## src/rtl/i2c_pkg.sv

```systemverilog
// ============================================================================
// i2c_pkg
// ----------------------------------------------------------------------------
// Shared definitions for the I2C command sequencer:
//   - transaction mode codes driven on i2c_config (I2C_WAIT .. I2C_READ_DIRECTLY)
//   - bit offsets of the fields inside one 32-bit command-table entry
//   - the sequencer FSM state encoding (also exported on the debug port)
//   - small mode-classification helpers
// ============================================================================
package i2c_pkg;

   // Transaction modes. Anything above I2C_READ_DIRECTLY ends the table.
   localparam logic [7:0] I2C_WAIT             = 8'h00;
   localparam logic [7:0] I2C_WRITE_SINGLE     = 8'h01;
   localparam logic [7:0] I2C_WRITE_CONTINUOUS = 8'h02;
   localparam logic [7:0] I2C_WRITE_DIRECTLY   = 8'h03;
   localparam logic [7:0] I2C_READ_SINGLE      = 8'h04;
   localparam logic [7:0] I2C_READ_CONTINUOUS  = 8'h05;
   localparam logic [7:0] I2C_READ_DIRECTLY    = 8'h06;

   // Entry layout: {mode[7:0], dev[7:0], reg[7:0], data[7:0]}
   localparam int ENTRY_W  = 32;
   localparam int MODE_LSB = 24;
   localparam int DEV_LSB  = 16;
   localparam int REG_LSB  = 8;
   localparam int DATA_LSB = 0;

   typedef enum logic [3:0] {
      S_IDLE      = 4'd0,
      S_LOAD      = 4'd1,
      S_ISSUE     = 4'd2,
      S_WAIT_DONE = 4'd3,
      S_CHECK     = 4'd4,
      S_GAP       = 4'd5,
      S_VERIFY    = 4'd6,
      S_NEXT      = 4'd7,
      S_FINISH    = 4'd8,
      S_ERR       = 4'd9
   } seq_state_t;

   function automatic logic is_term_mode(input logic [7:0] m);
      return (m == I2C_WAIT) || (m > I2C_READ_DIRECTLY);
   endfunction

   function automatic logic is_read_mode(input logic [7:0] m);
      return (m >= I2C_READ_SINGLE) && (m <= I2C_READ_DIRECTLY);
   endfunction

endpackage

```

## src/rtl/i2c_done_sync.sv

```systemverilog
// ============================================================================
// i2c_done_sync
// ----------------------------------------------------------------------------
// Brings the i2c_done level from the i2c_clk domain into clk_12m through a
// two-flop synchroniser and produces a one-cycle pulse on its rising edge.
// The pulse is visible in the cycle after the second flop updates, so the
// consumer acts on it three clk_12m edges after the input rises.
//
// Ports:
//   clk_12m  in   system clock
//   rst_n    in   asynchronous active-low reset
//   done_i   in   asynchronous done level
//   rise_o   out  one-cycle pulse on the synchronised rising edge
// ============================================================================
module i2c_done_sync (
   input  logic clk_12m,
   input  logic rst_n,
   input  logic done_i,
   output logic rise_o
);

   logic meta_q;
   logic sync_q;
   logic prev_q;

   always_ff @(posedge clk_12m or negedge rst_n) begin
      if (!rst_n) begin
         meta_q <= 1'b0;
         sync_q <= 1'b0;
         prev_q <= 1'b0;
      end else begin
         meta_q <= done_i;
         sync_q <= meta_q;
         prev_q <= sync_q;
      end
   end

   assign rise_o = sync_q & ~prev_q;

endmodule

```

## src/rtl/i2c_cmd_sequencer.sv

```systemverilog
// ============================================================================
// i2c_cmd_sequencer
// ----------------------------------------------------------------------------
// Walks a flattened table of NUM_CMDS command entries and issues one I2C
// transaction per entry to the master logic. Failed transactions (NACK or
// timeout) are re-issued up to RETRY_MAX times; write-type entries are
// followed by GAP_CYC idle cycles (EEPROM write cycle); successful reads are
// presented on rd_data with a rd_valid pulse.
//
// Optional feature (compile-time macro I2C_SEQ_VERIFY_EN):
//   after a successful single write (0x01) and its gap, a single read of the
//   same dev/reg is issued; a read-back that differs from the written byte is
//   treated as a failure that consumes a retry and re-issues the write. The
//   verify read never pulses rd_valid. Without the macro writes simply
//   advance after the gap.
//
// Handshake with the master logic: i2c_go is a one-cycle request while the
// i2c_config/dev/reg/data registers are already stable; they stay stable
// until the next LOAD. The master answers by raising the i2c_done level
// (dropping it again when it sees the next go); i2c_nack and i2c_read_data
// must be held valid while i2c_done is high. Only the synchronised rising
// edge of i2c_done is acted upon.
//
// Ports:
//   clk_12m        in   12 MHz system clock
//   rst_n          in   asynchronous active-low reset
//   start          in   begin sequence at entry 0 (IDLE only)
//   cmd_table      in   32*NUM_CMDS flattened entries, entry k at [32k+31:32k]
//   i2c_config     out  mode to master (0x00 while idle)
//   i2c_dev_addr   out  7-bit slave address
//   i2c_reg_addr   out  register address
//   i2c_reg_data   out  write data
//   i2c_go         out  one-cycle transaction request
//   i2c_done       in   transaction-complete level (other clock domain)
//   i2c_nack       in   1 = slave did not acknowledge
//   i2c_read_data  in   read byte
//   rd_data        out  last captured read byte
//   rd_valid       out  one-cycle pulse when rd_data updates
//   rd_idx         out  entry index of rd_data
//   busy           out  high from start accept until FINISH/ERR
//   seq_done       out  sticky: all entries completed
//   seq_error      out  sticky: retries exhausted
//   err_idx        out  failing entry index
//   dbg_state      out  current FSM state (debug)
// ============================================================================
module i2c_cmd_sequencer
   import i2c_pkg::*;
#(
   parameter int NUM_CMDS    = 4,
   parameter int RETRY_MAX   = 3,
   parameter int TIMEOUT_CYC = 24000,
   parameter int GAP_CYC     = 60000
) (
   input  logic                        clk_12m,
   input  logic                        rst_n,
   input  logic                        start,
   input  logic [ENTRY_W*NUM_CMDS-1:0] cmd_table,
   output logic [7:0]                  i2c_config,
   output logic [6:0]                  i2c_dev_addr,
   output logic [7:0]                  i2c_reg_addr,
   output logic [7:0]                  i2c_reg_data,
   output logic                        i2c_go,
   input  logic                        i2c_done,
   input  logic                        i2c_nack,
   input  logic [7:0]                  i2c_read_data,
   output logic [7:0]                  rd_data,
   output logic                        rd_valid,
   output logic [3:0]                  rd_idx,
   output logic                        busy,
   output logic                        seq_done,
   output logic                        seq_error,
   output logic [3:0]                  err_idx,
   output seq_state_t                  dbg_state
);

   localparam int CNT_MAX = (TIMEOUT_CYC > GAP_CYC) ? TIMEOUT_CYC : GAP_CYC;
   localparam int CNT_W   = $clog2(CNT_MAX + 1);
   localparam int RTY_W   = $clog2(RETRY_MAX + 2);

   localparam logic [CNT_W-1:0] TMO_LAST  = CNT_W'(TIMEOUT_CYC - 1);
   localparam logic [CNT_W-1:0] GAP_LAST  = CNT_W'(GAP_CYC - 1);
   localparam logic [RTY_W-1:0] RETRY_LIM = RTY_W'(RETRY_MAX);
   localparam logic [4:0]       LAST_CNT  = 5'(NUM_CMDS);

   seq_state_t       state_q;
   logic [3:0]       idx_q;
   logic [RTY_W-1:0] retry_q;
   logic [CNT_W-1:0] cnt_q;
   logic [7:0]       mode_q;
   logic             fail_q;
   logic [7:0]       rbuf_q;

   logic [7:0]       cfg_q;
   logic [6:0]       dev_q;
   logic [7:0]       reg_q;
   logic [7:0]       data_q;
   logic             go_q;
   logic [7:0]       rd_data_q;
   logic             rd_valid_q;
   logic [3:0]       rd_idx_q;
   logic             busy_q;
   logic             done_q;
   logic             error_q;
   logic [3:0]       err_idx_q;

`ifdef I2C_SEQ_VERIFY_EN
   logic             verify_q;
`endif

   logic             done_rise;
   logic [31:0]      entry;
   logic [7:0]       entry_mode;
   logic             check_fail;
   logic             unused_dev_msb;

   i2c_done_sync u_done_sync (
      .clk_12m (clk_12m),
      .rst_n   (rst_n),
      .done_i  (i2c_done),
      .rise_o  (done_rise)
   );

   // Entry mux built from constant slices so an index beyond NUM_CMDS
   // can never address outside the table port.
   always_comb begin
      entry = '0;
      for (int k = 0; k < NUM_CMDS; k++) begin
         if (idx_q == 4'(k)) entry = cmd_table[ENTRY_W*k +: ENTRY_W];
      end
   end

   assign entry_mode     = entry[MODE_LSB +: 8];
   // Device address bit 7 carries no meaning on a 7-bit bus.
   assign unused_dev_msb = entry[DEV_LSB + 7];

`ifdef I2C_SEQ_VERIFY_EN
   // A verify read fails on NACK/timeout or on a read-back mismatch.
   assign check_fail = fail_q | (verify_q & (rbuf_q != data_q));
`else
   assign check_fail = fail_q;
`endif

   always_ff @(posedge clk_12m or negedge rst_n) begin
      if (!rst_n) begin
         state_q    <= S_IDLE;
         idx_q      <= '0;
         retry_q    <= '0;
         cnt_q      <= '0;
         mode_q     <= '0;
         fail_q     <= 1'b0;
         rbuf_q     <= '0;
         cfg_q      <= '0;
         dev_q      <= '0;
         reg_q      <= '0;
         data_q     <= '0;
         go_q       <= 1'b0;
         rd_data_q  <= '0;
         rd_valid_q <= 1'b0;
         rd_idx_q   <= '0;
         busy_q     <= 1'b0;
         done_q     <= 1'b0;
         error_q    <= 1'b0;
         err_idx_q  <= '0;
`ifdef I2C_SEQ_VERIFY_EN
         verify_q   <= 1'b0;
`endif
      end else begin
         go_q       <= 1'b0;
         rd_valid_q <= 1'b0;

         case (state_q)
            S_IDLE: begin
               if (start) begin
                  state_q   <= S_LOAD;
                  idx_q     <= '0;
                  retry_q   <= '0;
                  busy_q    <= 1'b1;
                  done_q    <= 1'b0;
                  error_q   <= 1'b0;
                  err_idx_q <= '0;
`ifdef I2C_SEQ_VERIFY_EN
                  verify_q  <= 1'b0;
`endif
               end
            end

            S_LOAD: begin
               if (is_term_mode(entry_mode)) begin
                  state_q <= S_FINISH;
                  cfg_q   <= I2C_WAIT;
                  busy_q  <= 1'b0;
                  done_q  <= 1'b1;
               end else begin
                  mode_q  <= entry_mode;
                  cfg_q   <= entry_mode;
                  dev_q   <= entry[DEV_LSB +: 7];
                  reg_q   <= entry[REG_LSB +: 8];
                  data_q  <= entry[DATA_LSB +: 8];
                  go_q    <= 1'b1;
                  state_q <= S_ISSUE;
               end
            end

            // i2c_go is high for exactly this one cycle.
            S_ISSUE: begin
               cnt_q   <= '0;
               state_q <= S_WAIT_DONE;
            end

            // A done edge on the last timeout cycle still counts as done.
            S_WAIT_DONE: begin
               if (done_rise) begin
                  fail_q  <= i2c_nack;
                  rbuf_q  <= i2c_read_data;
                  state_q <= S_CHECK;
               end else if (cnt_q == TMO_LAST) begin
                  fail_q  <= 1'b1;
                  state_q <= S_CHECK;
               end else begin
                  cnt_q <= cnt_q + CNT_W'(1);
               end
            end

            S_CHECK: begin
               if (check_fail) begin
                  if (retry_q < RETRY_LIM) begin
                     retry_q <= retry_q + RTY_W'(1);
                     go_q    <= 1'b1;
                     state_q <= S_ISSUE;
`ifdef I2C_SEQ_VERIFY_EN
                     // A failed verify re-issues the original write.
                     cfg_q    <= mode_q;
                     verify_q <= 1'b0;
`endif
                  end else begin
                     state_q   <= S_ERR;
                     err_idx_q <= idx_q;
                     error_q   <= 1'b1;
                     busy_q    <= 1'b0;
                     cfg_q     <= I2C_WAIT;
                  end
               end else
`ifdef I2C_SEQ_VERIFY_EN
               if (verify_q) begin
                  verify_q <= 1'b0;
                  state_q  <= S_NEXT;
               end else
`endif
               if (is_read_mode(mode_q)) begin
                  rd_data_q  <= rbuf_q;
                  rd_idx_q   <= idx_q;
                  rd_valid_q <= 1'b1;
                  state_q    <= S_NEXT;
               end else begin
                  cnt_q   <= '0;
                  state_q <= S_GAP;
               end
            end

            S_GAP: begin
               if (cnt_q == GAP_LAST) begin
`ifdef I2C_SEQ_VERIFY_EN
                  state_q <= (mode_q == I2C_WRITE_SINGLE) ? S_VERIFY : S_NEXT;
`else
                  state_q <= S_NEXT;
`endif
               end else begin
                  cnt_q <= cnt_q + CNT_W'(1);
               end
            end

`ifdef I2C_SEQ_VERIFY_EN
            S_VERIFY: begin
               cfg_q    <= I2C_READ_SINGLE;
               verify_q <= 1'b1;
               go_q     <= 1'b1;
               state_q  <= S_ISSUE;
            end
`endif

            S_NEXT: begin
               retry_q <= '0;
               if (({1'b0, idx_q} + 5'd1) == LAST_CNT) begin
                  state_q <= S_FINISH;
                  cfg_q   <= I2C_WAIT;
                  busy_q  <= 1'b0;
                  done_q  <= 1'b1;
               end else begin
                  idx_q   <= idx_q + 4'd1;
                  state_q <= S_LOAD;
               end
            end

            S_FINISH: state_q <= S_IDLE;
            S_ERR:    state_q <= S_IDLE;
            default:  state_q <= S_IDLE;
         endcase
      end
   end

   assign i2c_config   = cfg_q;
   assign i2c_dev_addr = dev_q;
   assign i2c_reg_addr = reg_q;
   assign i2c_reg_data = data_q;
   assign i2c_go       = go_q;
   assign rd_data      = rd_data_q;
   assign rd_valid     = rd_valid_q;
   assign rd_idx       = rd_idx_q;
   assign busy         = busy_q;
   assign seq_done     = done_q;
   assign seq_error    = error_q;
   assign err_idx      = err_idx_q;
   assign dbg_state    = state_q;

endmodule

```

## config.mk

```make
export PLATFORM = sky130hd
export DESIGN_NAME = i2c_cmd_sequencer
export DESIGN_NICKNAME = d
export VERILOG_FILES = /design/src/rtl/i2c_pkg.sv /design/src/rtl/i2c_done_sync.sv /design/src/rtl/i2c_cmd_sequencer.sv
export SDC_FILE = /design/constraint.sdc
export NUM_CORES = 1
export LEC_CHECK = 0
export BUFFER_PORTS_ARGS = -buffer_cell sky130_fd_sc_hd__buf_2
export CORE_MARGIN = 1.5
export CORE_UTILIZATION = 45
export DETAILED_ROUTE_END_ITERATION = 6
export PLACE_DENSITY = 0.77
export SLEW_MARGIN = 20
export SYNTH_ARGS = -nofsm -noshare
export SYNTH_HDL_FRONTEND = slang
export SYNTH_SLANG_ARGS = --single-unit
```

## constraint.sdc

```tcl
create_clock -name clk_12m -period 2.6 [get_ports clk_12m]
set_clock_uncertainty 0.15 [all_clocks]
set_input_delay 0.39 -clock clk_12m [delete_from_list [all_inputs] [get_ports clk_12m]]
set_output_delay 0.39 -clock clk_12m [all_outputs]
set_load 0.005 [all_outputs]
```

# Word level (Yosys, flattened, before mapping)
# Index checks and enable logic that the tools add are counted.
# classes
mux	57
n_mul	0
reduce_logical	25
eq_ne	26
n_div	0
magnitude_cmp	4
n_bitwise	4
shift	0
addsub	4
# op_table
op	count
32-bit 2-to-1 mux	4
16-bit 2-to-1 mux	5
16-bit case mux with 4 select lines	1
4-bit 2-to-1 mux	12
8-bit 2-to-1 mux	4
4-bit case mux with 7 select lines	1
2-bit != test, second input constant	13
8-bit case mux with 3 select lines	1
1-bit 2-to-1 mux	18
16-bit by 1-bit adder with 16-bit output, second input constant	1
16-bit by 15-bit == test with 1-bit output, second input constant	1
16-bit == test, second input constant	1
4-bit by 2-bit == test with 1-bit output, second input constant	4
4-bit case mux with 2 select lines	2
4-bit AND reduction	4
4-bit by 3-bit == test with 1-bit output, second input constant	3
6-bit AND reduction	2
3-bit 2-to-1 mux	3
3-bit case mux with 3 select lines	1
3-bit AND reduction	3
3-bit nonzero test	3
4-bit by 1-bit == test with 1-bit output, second input constant	2
8-bit by 3-bit >= comparator with 1-bit output, second input constant	1
8-bit by 3-bit > comparator with 1-bit output, second input constant	1
other kinds (20)	29
# totals
ff_bits	99
mem_bits_ro	0
wordCells	142
input_bits	141
ramBits	0
latchBits	0
memories	0

# Logic depth before layout (Yosys ltp)
# depth
ltp_word	9
mapped_depth	10
depth_no_buf	8

# By module
# From an unflattened synthesis, not the netlist that was laid out.
# unflattened
cells_unflattened	588
hier_area_um2	5410.2
# by_module_without_submodules
mod	area_per_inst_um2	seq_area_each_um2	instances	cells_per_inst
i2c_cmd_sequencer	5321.4	2402.3	1	584
i2c_done_sync	88.8	75.1	1	4

# Worst setup path before layout
# No wires, ideal clock.
# synth_path
kind	reg-to-reg
startpoint	register idx_q[1]
endpoint	register dev_q[0], in the netlist i2c_dev_addr[0]
stages_incl_launch_ff	11
slack_ns	-0.003
t_required_ns	2.325
setup_time_ns	0.125
synth_period_minus_slack_ns	2.603
path_buffers	2
arrival_ns	2.328
path_cell_list	dfrtp_1 > inv_1 > ha_1 > buf_6 > nand3b_1 > a221oi_1 > or3_1 > nand4_2 > nor2_4 > buf_6 > mux2_2
# synth_via
elab_chain_cells	9
elab_cells_between_ends	13
classes_between	order compare (1); eq/ne (3); mux (4); bitwise (1); reduce/logical (4)
# synth_lines
element	line_no	source
start, declared	i2c_cmd_sequencer.sv:86	logic [3:0] idx_q;
start signal, assigned	i2c_cmd_sequencer.sv:289	idx_q <= idx_q + 4'd1;
4-bit zero test	i2c_cmd_sequencer.sv:128	if (idx_q == 4'(k)) entry = cmd_table[ENTRY_W*k +: ENTRY_W];
32-bit 2-to-1 mux (3 in a row)	i2c_cmd_sequencer.sv:128	
32-bit 2-to-1 mux (*)	i2c_cmd_sequencer.sv:128	
8-bit by 3-bit > comparator with 1-bit output or 8-bit zero test (tied branches)	i2c_pkg.sv:42	return (m == I2C_WAIT) || (m > I2C_READ_DIRECTLY);
1-bit logical OR	i2c_pkg.sv:42	
1-bit NOT (no source line)	-	
2-bit AND reduction (no source line)	-	
end signal, assigned	i2c_cmd_sequencer.sv:196	dev_q <= entry[DEV_LSB +: 7];
end, declared	i2c_cmd_sequencer.sv:94	logic [6:0] dev_q;
# Every way passes the cells marked *; elsewhere a longest branch is shown, timed or not.
# A chain may end at the register's enable or synchronous reset.

# Worst setup path after layout
# layout_path
startpoint	register idx_q[1]
endpoint	register data_q[2], in the netlist i2c_reg_data[2]
# layout_via
elab_chain_cells	9
elab_cells_between_ends	13
classes_between	order compare (1); eq/ne (3); mux (4); bitwise (1); reduce/logical (4)
# layout_lines
element	line_no	source
4-bit zero test	i2c_cmd_sequencer.sv:128	
32-bit 2-to-1 mux (3 in a row)	i2c_cmd_sequencer.sv:128	
32-bit 2-to-1 mux (*)	i2c_cmd_sequencer.sv:128	
8-bit by 3-bit > comparator with 1-bit output or 8-bit zero test (tied branches)	i2c_pkg.sv:42	
1-bit logical OR	i2c_pkg.sv:42	
1-bit NOT (no source line)	-	
2-bit AND reduction (no source line)	-	
end signal, assigned	i2c_cmd_sequencer.sv:198	data_q <= entry[DATA_LSB +: 8];
end, declared	i2c_cmd_sequencer.sv:96	logic [7:0] data_q;
# Marked as above.

==> run metrics <==
layout overhead on the synthesized area=37.5%; Clock power frac=34.6%; P per Cell Area=579 nW/um2; worst-path maximum fanout=6; core area=11,600 um2; height of the die=113 um; met2 usage=41.5%; post-route setup slack=-59.0 ps; crit share post-route=102%; clock buffer depth=2; Distinct cells, synth=62; sequential-to-total area share from yosys stat=45.8%; Nets=943; Die ar.=12,700 um2; layout cells sized above 1=41.5%; Routed Antenna Nets=0; worst hold path type=input pin to register; # IOs=197; final hold violations=0; CTS tree=yes; vias per cell=5.59; worst-path cell with the longest stage delay=dfrtp_2; Die Span X=113 um; fin cells=943; Power Total=4.31 mW; Avg WL per Cell=17.1 um; crit-path max cell delay=450 ps; GRT met3 Usage=5.24%; Sw Share=28.4%; Slew HR=54.9%; PortBufs=192; Comb pwr share=22.6%; drt pass-1 iters=5; largest net degree at the start of global routing=52; Worst-Margin Slew=677 ps; status=finished with violations; GR Layer Usage met1=31.8%; final instance area=7440 um2; initial antenna violation count=0; first-pass GRT wire length=25,400 um; max_cap viols=0; Pleak=3.74 nW; initial core utilization=46.8%; number of antenna diodes=0; Num CTS Buffers=9; Seq pwr share=42.8%; Top Usage Layer GRT=met2; CTS clk-pin slew, worst paths=70 ps; placed wire-length estimate=11,300 um; Slew Limit Fails=0; cell family with most CP delay=buffers and inverters; H-tree Lvls=3; RePlAce Congestion=0.900; RSZ-0062 raised after global routing=yes; mapped cell area=5410 um2; failing checks=negative setup slack; placed cell area=6730 um2; Seq cells post-synth=99; Buf+Inv Stages, Crit Path=5; Synthesis Warnings=0; insertion delay to the later sink of the worst-skew pair=350 ps; number of synthesized flops with an enable pin=0; clk root buf=clkbuf_16; Residual DRC=0; clk sinks=99; global route overflow=0; via count=5,275; Total Wirelength=16,200 um; CP Launch Type=register; Max IR drop VDD=0.000347 V; All-Layer GR Usage=25.1%; NetSw=1.22 mW; asr flop ratio synth=100%; Crit path top cell by count=buf_6; Synth Flop Type=dfrtp_1; Synthesized Nets=723; Final setup viols=12; syn_area_per_cell=9.41 um2; Setup CP Type=register to register; crit path DAT=2740 ps; site row count=39; Critical Path RT=2680 ps; post-placement cell count=913; vias in the first global route=5,247; Final min period=2660 ps; Crit. End Element=register; Util after Layout=64.3%; FMAX=376 MHz; Post-Synthesis Cells=575; P_int=3.08 mW; DRT iter0 DRCs=317; crit path cell chain=inv_2 -> ha_4 -> buf_6 -> a211oi_4 -> a211oi_2 -> buf_4 -> nand3_1 -> nand4_2 -> nor2_4 -> buf_6 -> buf_16 -> mux2_4
stage by stage:
step	setup WS, ps	setup TNS [ps]	hold WS (ps)
6_report	-59.0	-453	117
5_1_grt	-175	-3690	109
4_1_cts	-17.0	-90.3	109
3_5_place_dp	-133	-2950	186
3_3_place_gp	1.99	0	187
2_1_floorplan	5.42	0	-55.6
logic make-up after synthesis:
| family | synth area share, % |
|---|---|
| AND/OR/NAND/NOR | 21.8 |
| AO/OA/AOI/OAI | 17.3 |
| flip-flops | 45.8 |
| buffers and inverters | 4.58 |
| multiplexers | 6.45 |
| XOR/XNOR | 2.43 |
| adder cells (fa/ha/maj) | 1.62 |
timing repair:
| action | 4_1_cts | 5_1_grt |
|---|---|---|
| endpoints found under the setup margin | 32 | 39 |
| endpoints found under the hold margin | 49 | 0 |
| gates cloned | 2 | 0 |
| gates resized for setup | 18 | 44 |
| hold buffers | 2 | 0 |
| buffers inserted | 6 | 6 |
| pin swaps | 4 | 13 |
worst register-to-register path, stage by stage, from the launching register on:
cell	delay, ps
dfrtp_2	450
inv_2	100
ha_4	190
buf_6	140
a211oi_4	230
a211oi_2	110
buf_4	160
nand3_1	80
nand4_2	140
nor2_4	230
buf_6	140
buf_16	120
mux2_4	300
area by class of cell:
cell class | instances | area, um2
repair buffers | 244 | 1460
inverters | 15 | 58.8
well taps | 143 | 179
clock inverters | 7 | 108
multi-input cells | 426 | 2930
clock buffers | 9 | 225
fillers | 919 | 4130
flip-flops and latches | 99 | 2480
state kept, by name, summed over array words and instances (netlist names), 3 cells and up:
signal        count
cnt_q            16
rd_data           8
i2c_dev_addr      7
i2c_config        8
retry_q           3
dbg_state         4
rd_idx            4
i2c_reg_data      8
i2c_reg_addr      8
rbuf_q            8
err_idx           4
idx_q             4
mode_q            8
synthesized netlist by cell type (2+ instances only):
cell | instances | area [um2]
a21oi_1 | 29 | 145
buf_4 | 2 | 15.0
o21ai_1 | 6 | 30.0
nand3_1 | 8 | 40.0
or2_2 | 2 | 12.5
nor4bb_1 | 3 | 30.0
inv_1 | 15 | 56.3
nor3_2 | 4 | 40.0
o22a_1 | 2 | 17.5
a311o_1 | 2 | 20.0
nor2_1 | 52 | 195
buf_1 | 2 | 7.51
and3_1 | 4 | 25.0
o31ai_1 | 4 | 30.0
nand4_1 | 6 | 37.5
clkbuf_1 | 19 | 71.3
nor4b_2 | 3 | 45.0
and4_1 | 2 | 17.5
a21o_1 | 2 | 15.0
a22oi_1 | 24 | 180
o22ai_1 | 2 | 12.5
a22o_1 | 6 | 52.6
a31oi_1 | 4 | 25.0
nand2_1 | 89 | 334
nor4_1 | 9 | 56.3
a211oi_1 | 6 | 45.0
or3_1 | 3 | 18.8
and2_1 | 11 | 68.8
nor2b_1 | 6 | 37.5
nor3_1 | 2 | 10.0
dfrtp_1 | 99 | 2480
nor3b_1 | 9 | 67.6
nand2b_1 | 4 | 25.0
nand3b_1 | 6 | 45.0
a221oi_1 | 2 | 17.5
ha_1 | 7 | 87.6
buf_2 | 5 | 25.0
o21ai_0 | 43 | 215
buf_6 | 6 | 67.6
xnor2_1 | 14 | 123
mux2_2 | 30 | 338
layer usage:
metal | vias to the layer above | wire, um
met1 | 2522 | 6740
met2 | 216 | 7830
met3 | 54 | 994
li1 | 2483 | -
met5 | - | 0
met4 | 0 | 600
path summary, 6_finish.rpt:
kind                                    start                  to  slack, ps  cells after the start
max reg2reg                          idx_q[1]     i2c_reg_data[2]        -60                     12
min reg2reg                u_done_sync.meta_q  u_done_sync.sync_q        210                      0
max in group asynchronous               rst_n            cnt_q[6]       1070                      3
max                                  idx_q[1]     i2c_reg_data[2]        -60                     12
min in group asynchronous               rst_n     i2c_dev_addr[6]        470                      2
min                          i2c_read_data[7]           rbuf_q[7]        120                      2
power groups by stage:
stage / Combinational, mW / Clock (mW) / Sequential, mW
2_1_floorplan: 0.414 / 0 / 1.87
3_3_place_gp: 0.858 / 0 / 1.85
3_5_place_dp: 0.884 / 0 / 1.86
4_1_cts: 0.898 / 1.51 / 1.83
5_1_grt: 1.06 / 1.58 / 1.86
6_report: 0.975 / 1.49 / 1.84
layout by cell type, fill, tap and decap left out, types with 4 or more instances in the layout:
master	synthesis	layout
nand3b_1	6	6
a21oi_1	29	29
inv_1	15	13
and2_1	11	11
a211oi_2	1	5
dfrtp_1	99	98
nor4_1	9	9
xnor2_1	14	14
buf_2	5	191
nand2_1	89	89
o31ai_1	4	4
nor2b_1	6	6
a22oi_1	24	24
buf_6	6	8
ha_4	0	4
a22o_1	6	6
buf_4	2	38
nand2b_1	4	4
and3_1	4	4
nand4_1	6	6
clkbuf_16	0	9
nor2_1	52	52
nor3b_2	1	6
o21ai_0	43	43
nand3_1	8	8
mux2_4	0	19
buf_12	0	4
a31oi_1	4	4
mux2_2	30	12
Note: power is estimated with default switching activity, not from simulation.
